$ cat src/rtl/display_arbiter.sv
// rtl/display_arbiter.sv - round-robin arbiter sharing one 4-digit display among three requesters (optional macro DISP_PRIORITY_EN)
module display_arbiter #(
    parameter int DWELL_CYCLES = 100000000,
    parameter int CNT_W        = 27
) (
    input  logic        clk,
    input  logic        reset,
    input  logic [2:0]  req,
    input  logic [15:0] data0,
    input  logic [15:0] data1,
    input  logic [15:0] data2,
    output logic [2:0]  grant,
    output logic [15:0] disp_value,
    output logic        disp_valid,
    output logic [1:0]  owner
);

    typedef enum logic [1:0] {
        IDLE = 2'd0,
        LOAD = 2'd1,
        SHOW = 2'd2
    } state_t;

    localparam logic [CNT_W-1:0] DWELL_LAST = CNT_W'(DWELL_CYCLES - 1);

    state_t           state;
    state_t           next_state;
    logic [1:0]       last_owner;
    logic [1:0]       winner_q;
    logic [CNT_W-1:0] counter;

    logic [1:0]       rr_winner;
    logic [1:0]       sel_winner;
    logic             dwell_end;
    logic             preempt;
    logic             take_grant;
    logic [2:0]       grant_d;
    logic             disp_valid_d;
    logic [15:0]      load_data;

    // Round-robin search starting one past the last shown requester
    always_comb begin
        rr_winner = 2'd0;
        case (last_owner)
            2'd0: begin
                if (req[1])      rr_winner = 2'd1;
                else if (req[2]) rr_winner = 2'd2;
                else             rr_winner = 2'd0;
            end
            2'd1: begin
                if (req[2])      rr_winner = 2'd2;
                else if (req[0]) rr_winner = 2'd0;
                else             rr_winner = 2'd1;
            end
            default: begin
                if (req[0])      rr_winner = 2'd0;
                else if (req[1]) rr_winner = 2'd1;
                else             rr_winner = 2'd2;
            end
        endcase
    end

`ifdef DISP_PRIORITY_EN
    // Requester 0 overrides round-robin and may cut short a dwell owned by 1 or 2
    always_comb begin
        sel_winner = req[0] ? 2'd0 : rr_winner;
        preempt    = (state == SHOW) && req[0] && (owner != 2'd0);
    end
`else
    // Pure round-robin, never preempts a dwell
    always_comb begin
        sel_winner = rr_winner;
        preempt    = 1'b0;
    end
`endif

    // Dwell ends on the last counted SHOW cycle
    always_comb begin
        dwell_end = (state == SHOW) && (counter == DWELL_LAST);
    end

    // State register
    always_ff @(posedge clk or posedge reset) begin
        if (reset) begin
            state <= IDLE;
        end else begin
            state <= next_state;
        end
    end

    // Next-state logic
    always_comb begin
        next_state = state;
        case (state)
            IDLE: begin
                if (req != 3'b000) next_state = LOAD;
            end
            LOAD: begin
                next_state = SHOW;
            end
            SHOW: begin
                if (preempt)                next_state = LOAD;
                else if (dwell_end)         next_state = (req != 3'b000) ? LOAD : IDLE;
                else                        next_state = SHOW;
            end
            default: begin
                next_state = IDLE;
            end
        endcase
    end

    // Output decode: next grant and valid, plus the data captured while granted
    always_comb begin
        take_grant   = (next_state == LOAD) && (state != LOAD);
        grant_d      = take_grant ? (3'b001 << sel_winner) : 3'b000;
        disp_valid_d = (next_state == SHOW);
        case (winner_q)
            2'd0:    load_data = data0;
            2'd1:    load_data = data1;
            default: load_data = data2;
        endcase
    end

    // Registered outputs, winner latch and dwell counter
    always_ff @(posedge clk or posedge reset) begin
        if (reset) begin
            grant      <= 3'b000;
            disp_value <= 16'h0000;
            disp_valid <= 1'b0;
            owner      <= 2'd2;
            last_owner <= 2'd2;
            winner_q   <= 2'd0;
            counter    <= '0;
        end else begin
            grant      <= grant_d;
            disp_valid <= disp_valid_d;
            if (take_grant) begin
                winner_q <= sel_winner;
            end
            if (state == LOAD) begin
                disp_value <= load_data;
                owner      <= winner_q;
                last_owner <= winner_q;
                counter    <= '0;
            end else if (state == SHOW && counter != DWELL_LAST) begin
                counter <= counter + CNT_W'(1);
            end
        end
    end

endmodule

$ cat config.mk
export PLATFORM = sky130hd
export DESIGN_NAME = display_arbiter
export DESIGN_NICKNAME = d
export VERILOG_FILES = /design/src/rtl/display_arbiter.sv
export SDC_FILE = /design/constraint.sdc
export NUM_CORES = 1
export LEC_CHECK = 0
export ABC_AREA = 1
export BUFFER_PORTS_ARGS = -buffer_cell sky130_fd_sc_hd__buf_2
export CAP_MARGIN = 20
export CORE_MARGIN = 1.5
export CORE_UTILIZATION = 58
export CTS_BUF_LIST = sky130_fd_sc_hd__clkbuf_16
export CTS_CLUSTER_DIAMETER = 60
export DETAILED_ROUTE_END_ITERATION = 16
export PLACE_DENSITY = 0.85
export SLEW_MARGIN = 20
export SYNTH_ARGS = -nofsm -noshare
export SYNTH_HDL_FRONTEND = slang
export SYNTH_SLANG_ARGS = --single-unit
$ cat constraint.sdc
create_clock -name clk -period 3.9 [get_ports clk]
set_input_delay 0.78 -clock clk [delete_from_list [all_inputs] [get_ports clk]]
set_output_delay 0.78 -clock clk [all_outputs]
set_load 0.1 [all_outputs]
* Word level (Yosys, flattened, before mapping) *
Cells that the tools add are included.

storage, ports and cells
  flip-flop bits (word level) = 53
  logic and storage cells = 41
  input bits = 53
  output and inout port bits = 22

cells by class
  shift-type cells = 1
  equality and inequality tests = 9
  add/sub/neg operators = 1
  multiplexer cells = 15
  reduce and logical (&&, ||, !) cells = 8

operator list
  kind                     count
  $mux W27                 2
  $pmux W16 S2             1
  $add A27 B1 Y27 const B  1
  $eq A27 B27 Y1 const B   1
  $ne A27 B27 Y1 const B   1
  $mux W2                  7
  $eq A2 B1 Y1 const B     4
  $logic_not A2 Y1         3
  $pmux W2 S3              1
  $eq A2 B2 Y1 const B     2
  $pmux W2 S2              1
  $logic_and A1 B1 Y1      3
  $mux W3                  1
  $reduce_bool A3 Y1       1
  $shl A1 B2 Y3 const A    1
  $mux W1                  2
  $ne A2 B1 Y1 const B     1
  $reduce_bool A2 Y1       1

* Logic depth before layout (Yosys ltp) *
Gate-level depths: netlist (run 1).

  depth after elaboration = 7
  mapped depth = 11
  depth with buffers taken out = 10

* Worst setup path after synthesis (run 1) *
No wires, ideal clock.

  kind = reg-to-output
  from = reg last_owner[0] (netlist name)
  to = out owner[0]
  arrival time = 0.942 ns
  path slack = 2.178 ns
  stages on the path, launching flop included = 1
  buffers on the path = 0
  required time = 3.120 ns
  path through = dfrtp_1

RTL lines
  element           RTL line  text
  end: declaration  15        output logic [1:0] owner

==> impl_metrics.tcl, run 1 <==
set metrics [dict create \
    result_of_the_run "finished clean" \
    fraction_of_power_consumed_by_the_clock_network 0.173 \
    synth_enable_flop_cells 0 \
    cts-htree-levels 2 \
    critical_path.n_buffers_inverters 1 \
    grt_antenna_before_repair 0 \
    final.fill_count 429 \
    library_cell_used_as_clock_root_buffer "sky130_fd_sc_hd__clkbuf_16" \
    ys_seq_elements 53 \
    num_io_pins 75 \
    path_max_fanout 4 \
    path_class "flip-flop to output pin" \
    multi_input_comb_area_mm2 0.00162 \
    floorplan.die_area_mm2 0.00600 \
    internal-power_mw 1.28 \
    drtAntennaViolNets 0 \
    die_x_um 77.4 \
    seq_power_share 0.283 \
    library_cell_with_the_highest_instance_count_after_synthesis "sky130_fd_sc_hd__nand2_1" \
    yosys_warnings 0 \
    period_share 0.530 \
    grt.overflow.total 0 \
    crit_slowest_cell "sky130_fd_sc_hd__dfstp_2" \
    routed_wl_um 8280 \
    critical_path.max_stage_delay_ns 0.56 \
    die_y_um 77.4 \
    gp_congestion 0.946 \
    drt-pass1-iter-count 5 \
    layout.area.seq_mm2 0.00133 \
    post_route_cells_drive_above_1_share 0.210 \
    post-cts-setup-buffer-count 0 \
    synth.distinct_cells 31 \
    synth_largest_type_area_fraction 0.405 \
    mappedNetlistArea_mm2 0.00321 \
    clk_path_buf_depth 2 \
    cp_startpoint_kind "flip-flop" \
    cts.clk_slew.worst_paths_ns 0.07 \
    routedWlPerCell_um 14.0 \
    synth.cells.most_frequent "sky130_fd_sc_hd__nand2_1 (123), sky130_fd_sc_hd__nor2_1 (72), sky130_fd_sc_hd__nand3_1 (54)" \
    finalHoldViolations 0 \
    insertedDiodeCount 0 \
    p_per_area_mw_per_mm2 777 \
    critPathRequiredTime_ns 3.12 \
    postSynth.topFlopCell "sky130_fd_sc_hd__dfrtp_1" \
    yosysTopAreaCell "sky130_fd_sc_hd__dfrtp_1" \
    synth_fp_nets 511 \
    worst_skew_pair.late_latency_ns 0.30 \
    report.final.setup_viol 0 \
    route.detailed.drc 0 \
    grt.total_usage 0.287 \
    netlist_top_cells_area "sky130_fd_sc_hd__dfrtp_1 (40%), sky130_fd_sc_hd__nand2_1 (14%), sky130_fd_sc_hd__nand3_1 (8.4%)" \
    reported_max_cap_violation_count 0 \
    effective_utilization_at_floorplan 0.613 \
    nNetsFinal 576 \
    tritoncts "yes" \
    achievable-frequency_ghz 0.484 \
    portion_of_the_post_synthesis_area_used_by_sequential_elements 0.413 \
    area_of_the_placeable_core_mm2 0.00524 \
    final.setup_skew_ns 0.00575 \
    relSlewSlack 0.390 \
    tritoncts_num_sinks 53 \
    grt_pass1_wl_um 13800 \
    peakVddDrop_uv 724 \
    dr_total_vias 3319 \
    drv_slew 0 \
    switchingPower_mw 1.64 \
    io_buffer_count 74 \
    asyncSetResetFlopFracSynth 1.00 \
    power.share.combinational 0.544 \
    fin_setup_tns_ns 0 \
    worst_slew_pin_slew_ns 0.915 \
    rows 26 \
    cts_stage_hold_buffer_count 0 \
    hpwl_detailed_um 5950 \
    cp_cell_sequence "buf_2" \
    cts-buffers-inserted 5 \
    rsz0062_at_grt "no" \
    flow.area_growth_from_synthesis_pct 16.9 \
    critical-path-top-delay-family "flip-flops" \
    synth.avg_cell_area_um2 7.03 \
    utilization 0.717 \
    cp_data_arrival_time_ns 1.29 \
    viasPerCell 5.60 \
    sw_frac_of_total 0.561 \
    grt_max_degree 54 \
    postSynthCellCount 457 \
    hp-class "flip-flop to flip-flop" \
    cts_resized 0 \
    drt-initial-drc-count 253 \
    first_global_vias 3026 \
    end_kind "output pin" \
    final_critical_period_ns 2.07 \
    power_leakage_nw 1.80 \
]
==> logic make-up (layout without fill, tap and decap cells) <==
group,count (synthesis),after routing,synth area share
AO/OA/AOI/OAI,55,55,0.106
buffers and inverters,63,129,0.0818
flip-flops,53,53,0.413
XOR/XNOR,4,4,0.0109
AND/OR/NAND/NOR,281,281,0.384
adder cells (fa/ha/maj),1,1,0.00389
==> layer usage <==
| layer | vias up | global-route usage | wire [um] |
|---|---|---|---|
| met3 | 18 | 0.0635 | 539 |
| li1 | 1618 | - | - |
| met1 | 1560 | 0.373 | 3570 |
| met5 | - | 0 | 0 |
| met4 | 0 | 0.0891 | 155 |
| met2 | 123 | 0.476 | 4020 |
==> cell usage in the layout, fill, tap and decap left out <==
master                       Yosys  layout
sky130_fd_sc_hd__dfstp_2         1       1
sky130_fd_sc_hd__nor3_1          4       4
sky130_fd_sc_hd__nor2_1         72      72
sky130_fd_sc_hd__nand3_1        54      54
sky130_fd_sc_hd__nor2_8          1       1
sky130_fd_sc_hd__a21o_1          1       1
sky130_fd_sc_hd__o211ai_1        1       1
sky130_fd_sc_hd__nor2_4          3       3
sky130_fd_sc_hd__nand2_1       123     123
sky130_fd_sc_hd__or2_2           1       1
sky130_fd_sc_hd__nand2_2         4       4
sky130_fd_sc_hd__a21oi_1        17      17
sky130_fd_sc_hd__bufinv_16       0       1
sky130_fd_sc_hd__o21bai_1        3       3
sky130_fd_sc_hd__clkinv_1        1       2
sky130_fd_sc_hd__ha_1            1       1
sky130_fd_sc_hd__clkbuf_16       0       5
sky130_fd_sc_hd__o21ai_0         8       8
sky130_fd_sc_hd__nor2_2          2       2
sky130_fd_sc_hd__buf_4           2       1
sky130_fd_sc_hd__dfrtp_1        52      52
sky130_fd_sc_hd__o21ai_2         8       8
sky130_fd_sc_hd__nand3_2         2       2
sky130_fd_sc_hd__a31o_2          1       1
sky130_fd_sc_hd__a31oi_1        16      16
sky130_fd_sc_hd__buf_2           3      74
sky130_fd_sc_hd__clkinvlp_4      0       1
sky130_fd_sc_hd__clkinv_2        0       1
sky130_fd_sc_hd__inv_1          41      40
sky130_fd_sc_hd__xor2_1          4       4
sky130_fd_sc_hd__nand4_1        15      15
sky130_fd_sc_hd__inv_2           4       4
==> power groups by stage <==
stage	Sequential (mW)	Clock [mW]	Combinational, mW
6_report	0.825	0.506	1.59
5_1_grt	0.845	0.535	1.70
4_1_cts	0.822	0.507	1.59
3_5_place_dp	0.829	0	1.59
3_3_place_gp	0.826	0	1.57
2_1_floorplan	1.56	0	0.614
==> stage by stage <==
| stage | setup slack (ns) | hold slack [ns] | power (mW) | cells | instance area [um^2] |
|---|---|---|---|---|---|
| floorplan | 1.84 | 0.467 | 2.18 | 457 | 3210 |
| finish | 1.83 | 0.513 | 2.92 | 593 | 3760 |
| global route | 1.74 | 0.561 | 3.08 | 593 | 3760 |
| global placement | 2.02 | 0.487 | 2.40 | 585 | 3590 |
| detailed placement | 1.98 | 0.501 | 2.42 | 585 | 3590 |
| CTS | 1.83 | 0.517 | 2.92 | 593 | 3750 |
==> state kept, by name, summed over array words and instances, names as in the netlist <==
name / count
disp_value: 16
last_owner: 2
counter: 27
disp_valid: 1
state: 2
grant: 3
winner_q: 2
==> cell type report <==
class,count,area share
Clock buffer,5,0.0333
Multi-Input combinational cell,341,0.432
Inverter,46,0.0463
Timing Repair Buffer,75,0.101
Clock inverter,3,0.0110
Tap cell,70,0.0233
Sequential cell,53,0.353
==> worst reg2reg max path: cells and delay by family, from the launching register on <==
| family | cells | cell delay [ns] |
|---|---|---|
| AND/OR/NAND/NOR | 8 | 1.18 |
| flip-flops | 1 | 0.42 |
| adder cells (fa/ha/maj) | 1 | 0.25 |
==> final timing paths <==
check | start | end | slack [ns] | cells after the start
setup reg to reg | counter[0] | counter[12] | 1.95 | 9
hold / removal | counter[1] | counter[1] | 0.51 | 2
setup / recovery | last_owner[1] | owner[1] | 1.83 | 1
min in group asynchronous | reset | grant[0] | 0.63 | 2
max in group asynchronous | reset | counter[0] | 2.70 | 2
hold reg to reg | counter[1] | counter[1] | 0.51 | 2
Power figures use the tool's default switching activity.
==> run 2: changes to the inputs <==
--- a/config.mk
+++ b/config.mk
@@ -9,11 +9,11 @@
 export BUFFER_PORTS_ARGS = -buffer_cell sky130_fd_sc_hd__buf_2
 export CAP_MARGIN = 20
 export CORE_MARGIN = 1.5
-export CORE_UTILIZATION = 58
+export CORE_UTILIZATION = 54
 export CTS_BUF_LIST = sky130_fd_sc_hd__clkbuf_16
 export CTS_CLUSTER_DIAMETER = 60
 export DETAILED_ROUTE_END_ITERATION = 16
-export PLACE_DENSITY = 0.85
+export PLACE_DENSITY = 0.8
 export SLEW_MARGIN = 20
 export SYNTH_ARGS = -nofsm -noshare
 export SYNTH_HDL_FRONTEND = slang
==> constraint.sdc (replaced) <==
create_clock -name clk -period 1.91 [get_ports clk]
set_input_delay 0.382 -clock clk [delete_from_list [all_inputs] [get_ports clk]]
set_output_delay 0.382 -clock clk [all_outputs]
set_load 0.1 [all_outputs]
==> impl_metrics.tcl, run 2 (synthesis results as in run 1) <==
set metrics [dict create \
    relSlewSlack 0.611 \
    cp_startpoint_kind "flip-flop" \
    route.detailed.drc 0 \
    utilization 0.682 \
    clk_path_buf_depth 2 \
    cts.clk_slew.worst_paths_ns 0.07 \
    report.final.setup_viol 0 \
    fin_setup_tns_ns 0 \
    flow.area_growth_from_synthesis_pct 19.0 \
    grt_pass1_wl_um 14200 \
    path_class "flip-flop to flip-flop" \
    library_cell_used_as_clock_root_buffer "sky130_fd_sc_hd__clkbuf_16" \
    peakVddDrop_uv 1140 \
    die_y_um 80.1 \
    num_io_pins 75 \
    drt-initial-drc-count 356 \
    period_share 0.964 \
    die_x_um 80.1 \
    layout.cell_area.non_filler_mm2 0.00382 \
    viasPerCell 5.61 \
    area_of_the_placeable_core_mm2 0.00561 \
    finalHoldViolations 0 \
    io_buffer_count 74 \
    final.setup_skew_ns 0.00562 \
    nNetsFinal 585 \
    end_kind "flip-flop" \
    result_of_the_run "finished clean" \
    critPathRequiredTime_ns 2.14 \
    cp_data_arrival_time_ns 2.08 \
    post_route_cells_drive_above_1_share 0.224 \
    effective_utilization_at_floorplan 0.573 \
    achievable-frequency_ghz 0.543 \
    grt.total_usage 0.286 \
    routed_wl_um 8640 \
    max_flop_register "counter" \
    drtAntennaViolNets 0 \
    grt_antenna_before_repair 0 \
    grt.overflow.total 0 \
    cts_stage_hold_buffer_count 0 \
    gp_congestion 0.920 \
    worst_skew_pair.late_latency_ns 0.29 \
    cts-htree-levels 2 \
    placed_cell_area_mm2 0.00364 \
    final_critical_period_ns 1.84 \
    mostFrequentLayoutCells "sky130_fd_sc_hd__nand2_1 (123), sky130_fd_sc_hd__buf_2 (74), sky130_fd_sc_hd__nor2_1 (72), sky130_fd_sc_hd__nand3_1 (54), sky130_fd_sc_hd__dfrtp_1 (52)" \
    cts-buffers-inserted 5 \
    power_leakage_nw 1.84 \
    mostFrequentLayoutCell "sky130_fd_sc_hd__nand2_1" \
    reported_max_cap_violation_count 0 \
    tritoncts "yes" \
    drv_slew 0 \
    final.fill_count 503 \
    tritoncts_num_sinks 53 \
    insertedDiodeCount 0 \
    largest_register_ff_count 27 \
    drt-pass1-iter-count 6 \
    dr_total_vias 3390 \
    grt_max_degree 54 \
    rsz0062_at_grt "yes" \
    path_max_fanout 12 \
    hpwl_detailed_um 6050 \
    worst_slew_pin_slew_ns 0.583 \
    reg.largest.list "counter: 27 flops, disp_value: 16 flops, grant: 3 flops" \
    r2r_cells 8 \
    p_per_area_mw_per_mm2 1580 \
    fin_worst_hold_slack_ns 0.118 \
    routedWlPerCell_um 14.3 \
    rows 27 \
    first_global_vias 3156 \
    hp-class "input port to asynchronous set/reset pin" \
    floorplan.die_area_mm2 0.00642 \
]
-- run 2: path summary, 6_finish.rpt --
kind,slack (ns),end,start
worst max register to register,0.07,counter[24],counter[0]
worst max-delay path,0.07,counter[24],counter[0]
max in group asynchronous,1.51,last_owner[1],reset
min in group clk,0.36,disp_value[14],data0[14]
worst min-delay path,0.12,grant[0],reset
worst min register to register,0.51,counter[1],counter[1]
-- run 2: what timing repair did --
action / in CTS / in global routing
buffers inserted: 0 / 1
setup endpoints to repair: 19 / 26
pin swaps: 1 / 4
resized for setup: 0 / 3
hold endpoints to repair: 0 / 0
cloned: 1 / 2
-- run 2: final cells by class --
type | count | area, um^2 | share of cell area
tap | 72 | 90.1 | 0.0236
sequential | 53 | 1330 | 0.347
inverter | 46 | 173 | 0.0452
clock inverter | 3 | 21.3 | 0.00556
multi-input combinational | 344 | 1650 | 0.432
clock buffer | 5 | 125 | 0.0327
timing repair buffer | 81 | 435 | 0.114
-- run 2: critical path, stage by stage (launching register included) --
cell and delay (ns):
sky130_fd_sc_hd__dfrtp_1 0.43, sky130_fd_sc_hd__ha_1 0.26, sky130_fd_sc_hd__nand3_2 0.15, sky130_fd_sc_hd__nor2_4 0.07, sky130_fd_sc_hd__nand2_2 0.09, sky130_fd_sc_hd__nor2_4 0.05, sky130_fd_sc_hd__nor2_2 0.47, sky130_fd_sc_hd__nand4_1 0.17
sky130_fd_sc_hd__nand2_1 0.10
-- run 2: metal layers --
metal	routed length, um	vias to the layer above	track usage
met1	3760	1579	0.362
met2	4130	146	0.487
met4	157	0	0.0931
li1	-	1644	-
met5	0	-	0
met3	597	21	0.0580
-- run 2: power breakdown --
group	switching [mW]	internal (mW)	leakage, nW
registers	0.184	1.43	0.679
logic	2.85	0.663	1.09
clock network	0.432	0.490	0.0718
-- run 2: per-stage QoR --
step	power, mW	cells	setup slack (ns)
6_report	6.04	604	0.0680
5_1_grt	6.35	604	-0.00373
4_1_cts	5.95	601	0.0343
3_5_place_dp	5.02	592	-0.0612
3_3_place_gp	4.97	592	0.0201
2_1_floorplan	4.45	457	0.203
==> run 3: changes to the inputs <==
--- a/config.mk
+++ b/config.mk
@@ -9,11 +9,11 @@
 export BUFFER_PORTS_ARGS = -buffer_cell sky130_fd_sc_hd__buf_2
 export CAP_MARGIN = 20
 export CORE_MARGIN = 1.5
-export CORE_UTILIZATION = 54
+export CORE_UTILIZATION = 49
 export CTS_BUF_LIST = sky130_fd_sc_hd__clkbuf_16
 export CTS_CLUSTER_DIAMETER = 60
 export DETAILED_ROUTE_END_ITERATION = 16
-export PLACE_DENSITY = 0.8
+export PLACE_DENSITY = 0.77
 export SLEW_MARGIN = 20
 export SYNTH_ARGS = -nofsm -noshare
 export SYNTH_HDL_FRONTEND = slang
==> constraint.sdc (replaced) <==
create_clock -name clk -period 1.5 [get_ports clk]
set_input_delay 0.3 -clock clk [delete_from_list [all_inputs] [get_ports clk]]
set_output_delay 0.3 -clock clk [all_outputs]
set_load 0.1 [all_outputs]
==> impl_metrics.tcl, run 3 (synthesis results as in run 1) <==
set metrics [dict create \
    worst_skew_pair.late_latency_ns 0.30 \
    rsz0062_at_grt "yes" \
    cts_stage_hold_buffer_count 0 \
    fin_setup_tns_ns -8.34 \
    viasPerCell 5.86 \
    grt_antenna_before_repair 0 \
    first_global_vias 3838 \
    mostFrequentLayoutCells "sky130_fd_sc_hd__nand2_1 (108), sky130_fd_sc_hd__buf_2 (72), sky130_fd_sc_hd__buf_4 (68), sky130_fd_sc_hd__nor2_1 (58), sky130_fd_sc_hd__dfrtp_1 (52)" \
    critical_path.max_stage_delay_ns 0.41 \
    die_y_um 84.0 \
    end_kind "flip-flop" \
    cell_occurring_most_often_along_the_worst_timing_path "sky130_fd_sc_hd__nand2_1" \
    crit_slowest_cell "sky130_fd_sc_hd__dfrtp_1" \
    drv_slew 0 \
    cp_startpoint_kind "flip-flop" \
    violations "setup timing" \
    critical_path.n_buffers_inverters 2 \
    achievable-frequency_ghz 0.532 \
    library_cell_used_as_clock_root_buffer "sky130_fd_sc_hd__clkbuf_16" \
    critical-path-top-delay-family "simple AND/OR/NAND/NOR gates" \
    mostFrequentLayoutCell "sky130_fd_sc_hd__nand2_1" \
    cts-htree-levels 2 \
    grt_pass1_wl_um 17500 \
    tritoncts "yes" \
    drt-initial-drc-count 522 \
    clk_path_buf_depth 2 \
    largest_register_ff_count 27 \
    final_critical_period_ns 1.88 \
    effective_utilization_at_floorplan 0.506 \
    grt.overflow.total 0 \
    cp_data_arrival_time_ns 2.12 \
    final.setup_skew_ns 0.00656 \
    cp_cell_sequence "inv_1 > nand2_1 > nor2_1 > nand3_2 > nor2_4 > nor2_4 > buf_6 > nor2_8 > nand2_1 > nand2_1" \
    critical_path.startpoint "counter[19]" \
    cts-buffers-inserted 5 \
    path_max_fanout 8 \
    reg.largest.list "counter: 27 flops, disp_value: 16 flops, grant: 3 flops" \
    worst_slew_pin_slew_ns 0.493 \
    cp_num_cells 10 \
    area_of_the_placeable_core_mm2 0.00635 \
    rows 29 \
    num_io_pins 75 \
    floorplan.die_area_mm2 0.00705 \
    gp_congestion 0.952 \
    path_class "flip-flop to flip-flop" \
    instances_no_fill 678 \
    reg2reg_to "counter[20]" \
    die_x_um 84.0 \
    flow.area_growth_from_synthesis_pct 43.8 \
    cells_after_dpl 649 \
    report.final.setup_viol 35 \
    dr_total_vias 3970 \
    endpoint "counter[20]" \
    grt.total_usage 0.309 \
    result_of_the_run "finished with violations" \
    peakVddDrop_uv 1620 \
    route.detailed.drc 0 \
    critical_path.reg2reg.startpoint "counter[19]" \
    max_flop_register "counter" \
    hpwl_detailed_um 6820 \
    power_leakage_nw 2.26 \
    rrSetupSlack_ns -0.38 \
    finalHoldViolations 0 \
    drtAntennaViolNets 0 \
    hp-class "input port to asynchronous set/reset pin" \
    reported_max_cap_violation_count 0 \
    routed_wl_um 11600 \
    tritoncts_num_sinks 53 \
    io_buffer_count 74 \
    post_route_cells_drive_above_1_share 0.374 \
    grt_max_degree 54 \
    r2r_cells 10 \
    relSlewSlack 0.669 \
    drt-pass1-iter-count 7 \
    routedWlPerCell_um 17.1 \
    p_per_area_mw_per_mm2 1920 \
    cts.clk_slew.worst_paths_ns 0.08 \
    insertedDiodeCount 0 \
    post-route-worst-setup-slack_ns -0.380 \
    period_share 1.25 \
    nNetsFinal 654 \
    critPathRequiredTime_ns 1.74 \
]
run 3: changes by cell type in the layout (fill, tap and decap cells not counted), moves of 3 or more:
cell,change
sky130_fd_sc_hd__buf_4,+62
sky130_fd_sc_hd__buf_12,+3
sky130_fd_sc_hd__nor2_2,+12
sky130_fd_sc_hd__nor2_1,-14
sky130_fd_sc_hd__buf_6,+5
sky130_fd_sc_hd__o21ai_0,-3
sky130_fd_sc_hd__nand2_2,+13
sky130_fd_sc_hd__nand2_1,-15
sky130_fd_sc_hd__nand3_1,-4
sky130_fd_sc_hd__nand3_2,+3
run 3: per-stage QoR:
step	total power [mW]	utilization	instance area (um^2)	worst slack, ns	hold slack (ns)
5_1_grt	9.15	0.727	4620	-0.396	0.103
3_3_place_gp	6.60	0.645	4100	-0.0956	0.393
3_5_place_dp	6.71	0.645	4100	-0.156	0.397
6_report	8.86	0.727	4620	-0.380	0.0540
2_1_floorplan	5.70	-	3240	-0.0163	0.361
4_1_cts	8.52	0.706	4480	-0.0697	0.0840
run 3: tightest hold or removal path: cells and delay by family:
family | cells | cell delay [ns]
buf+inv | 3 | 0.45
run 3: routing by layer:
layer  up-vias  track usage  routed length [um]
met5         -            0                   0
met4         0        0.142                 687
met3        74       0.0633                1050
met2       272        0.518                5560
met1      1845        0.383                4320
li1       1779            -                   -
run 3: layout make-up:
type | instances | area (um^2)
inverters | 46 | 180
clock inverters | 3 | 42.5
well taps | 77 | 96.3
flip-flops and latches | 53 | 1330
fillers | 437 | 1730
repair buffers | 151 | 1040
multi-input cells | 343 | 1800
clock buffers | 5 | 125
run 3: where the power goes:
part	leakage (nW)	internal [mW]	switching, mW
clock network	0.0856	0.790	0.579
registers	0.680	1.82	0.258
logic	1.49	1.39	4.02
total	2.26	4.00	4.85
run 3: timing repair:
action | in CTS | in global routing
resized for setup | 25 | 27
pin swaps | 20 | 18
cloned | 2 | 1
buffers inserted | 14 | 4
endpoints found under the setup margin | 31 | 36
run 3: how the worst min path moves through the flow:
stage / to / slack, ns
floorplan: counter[0] / 0.36
global placement: grant[1] / 0.39
detailed placement: grant[2] / 0.40
CTS: grant[2] / 0.08
global route: counter[1] / 0.10
finish: counter[1] / 0.05
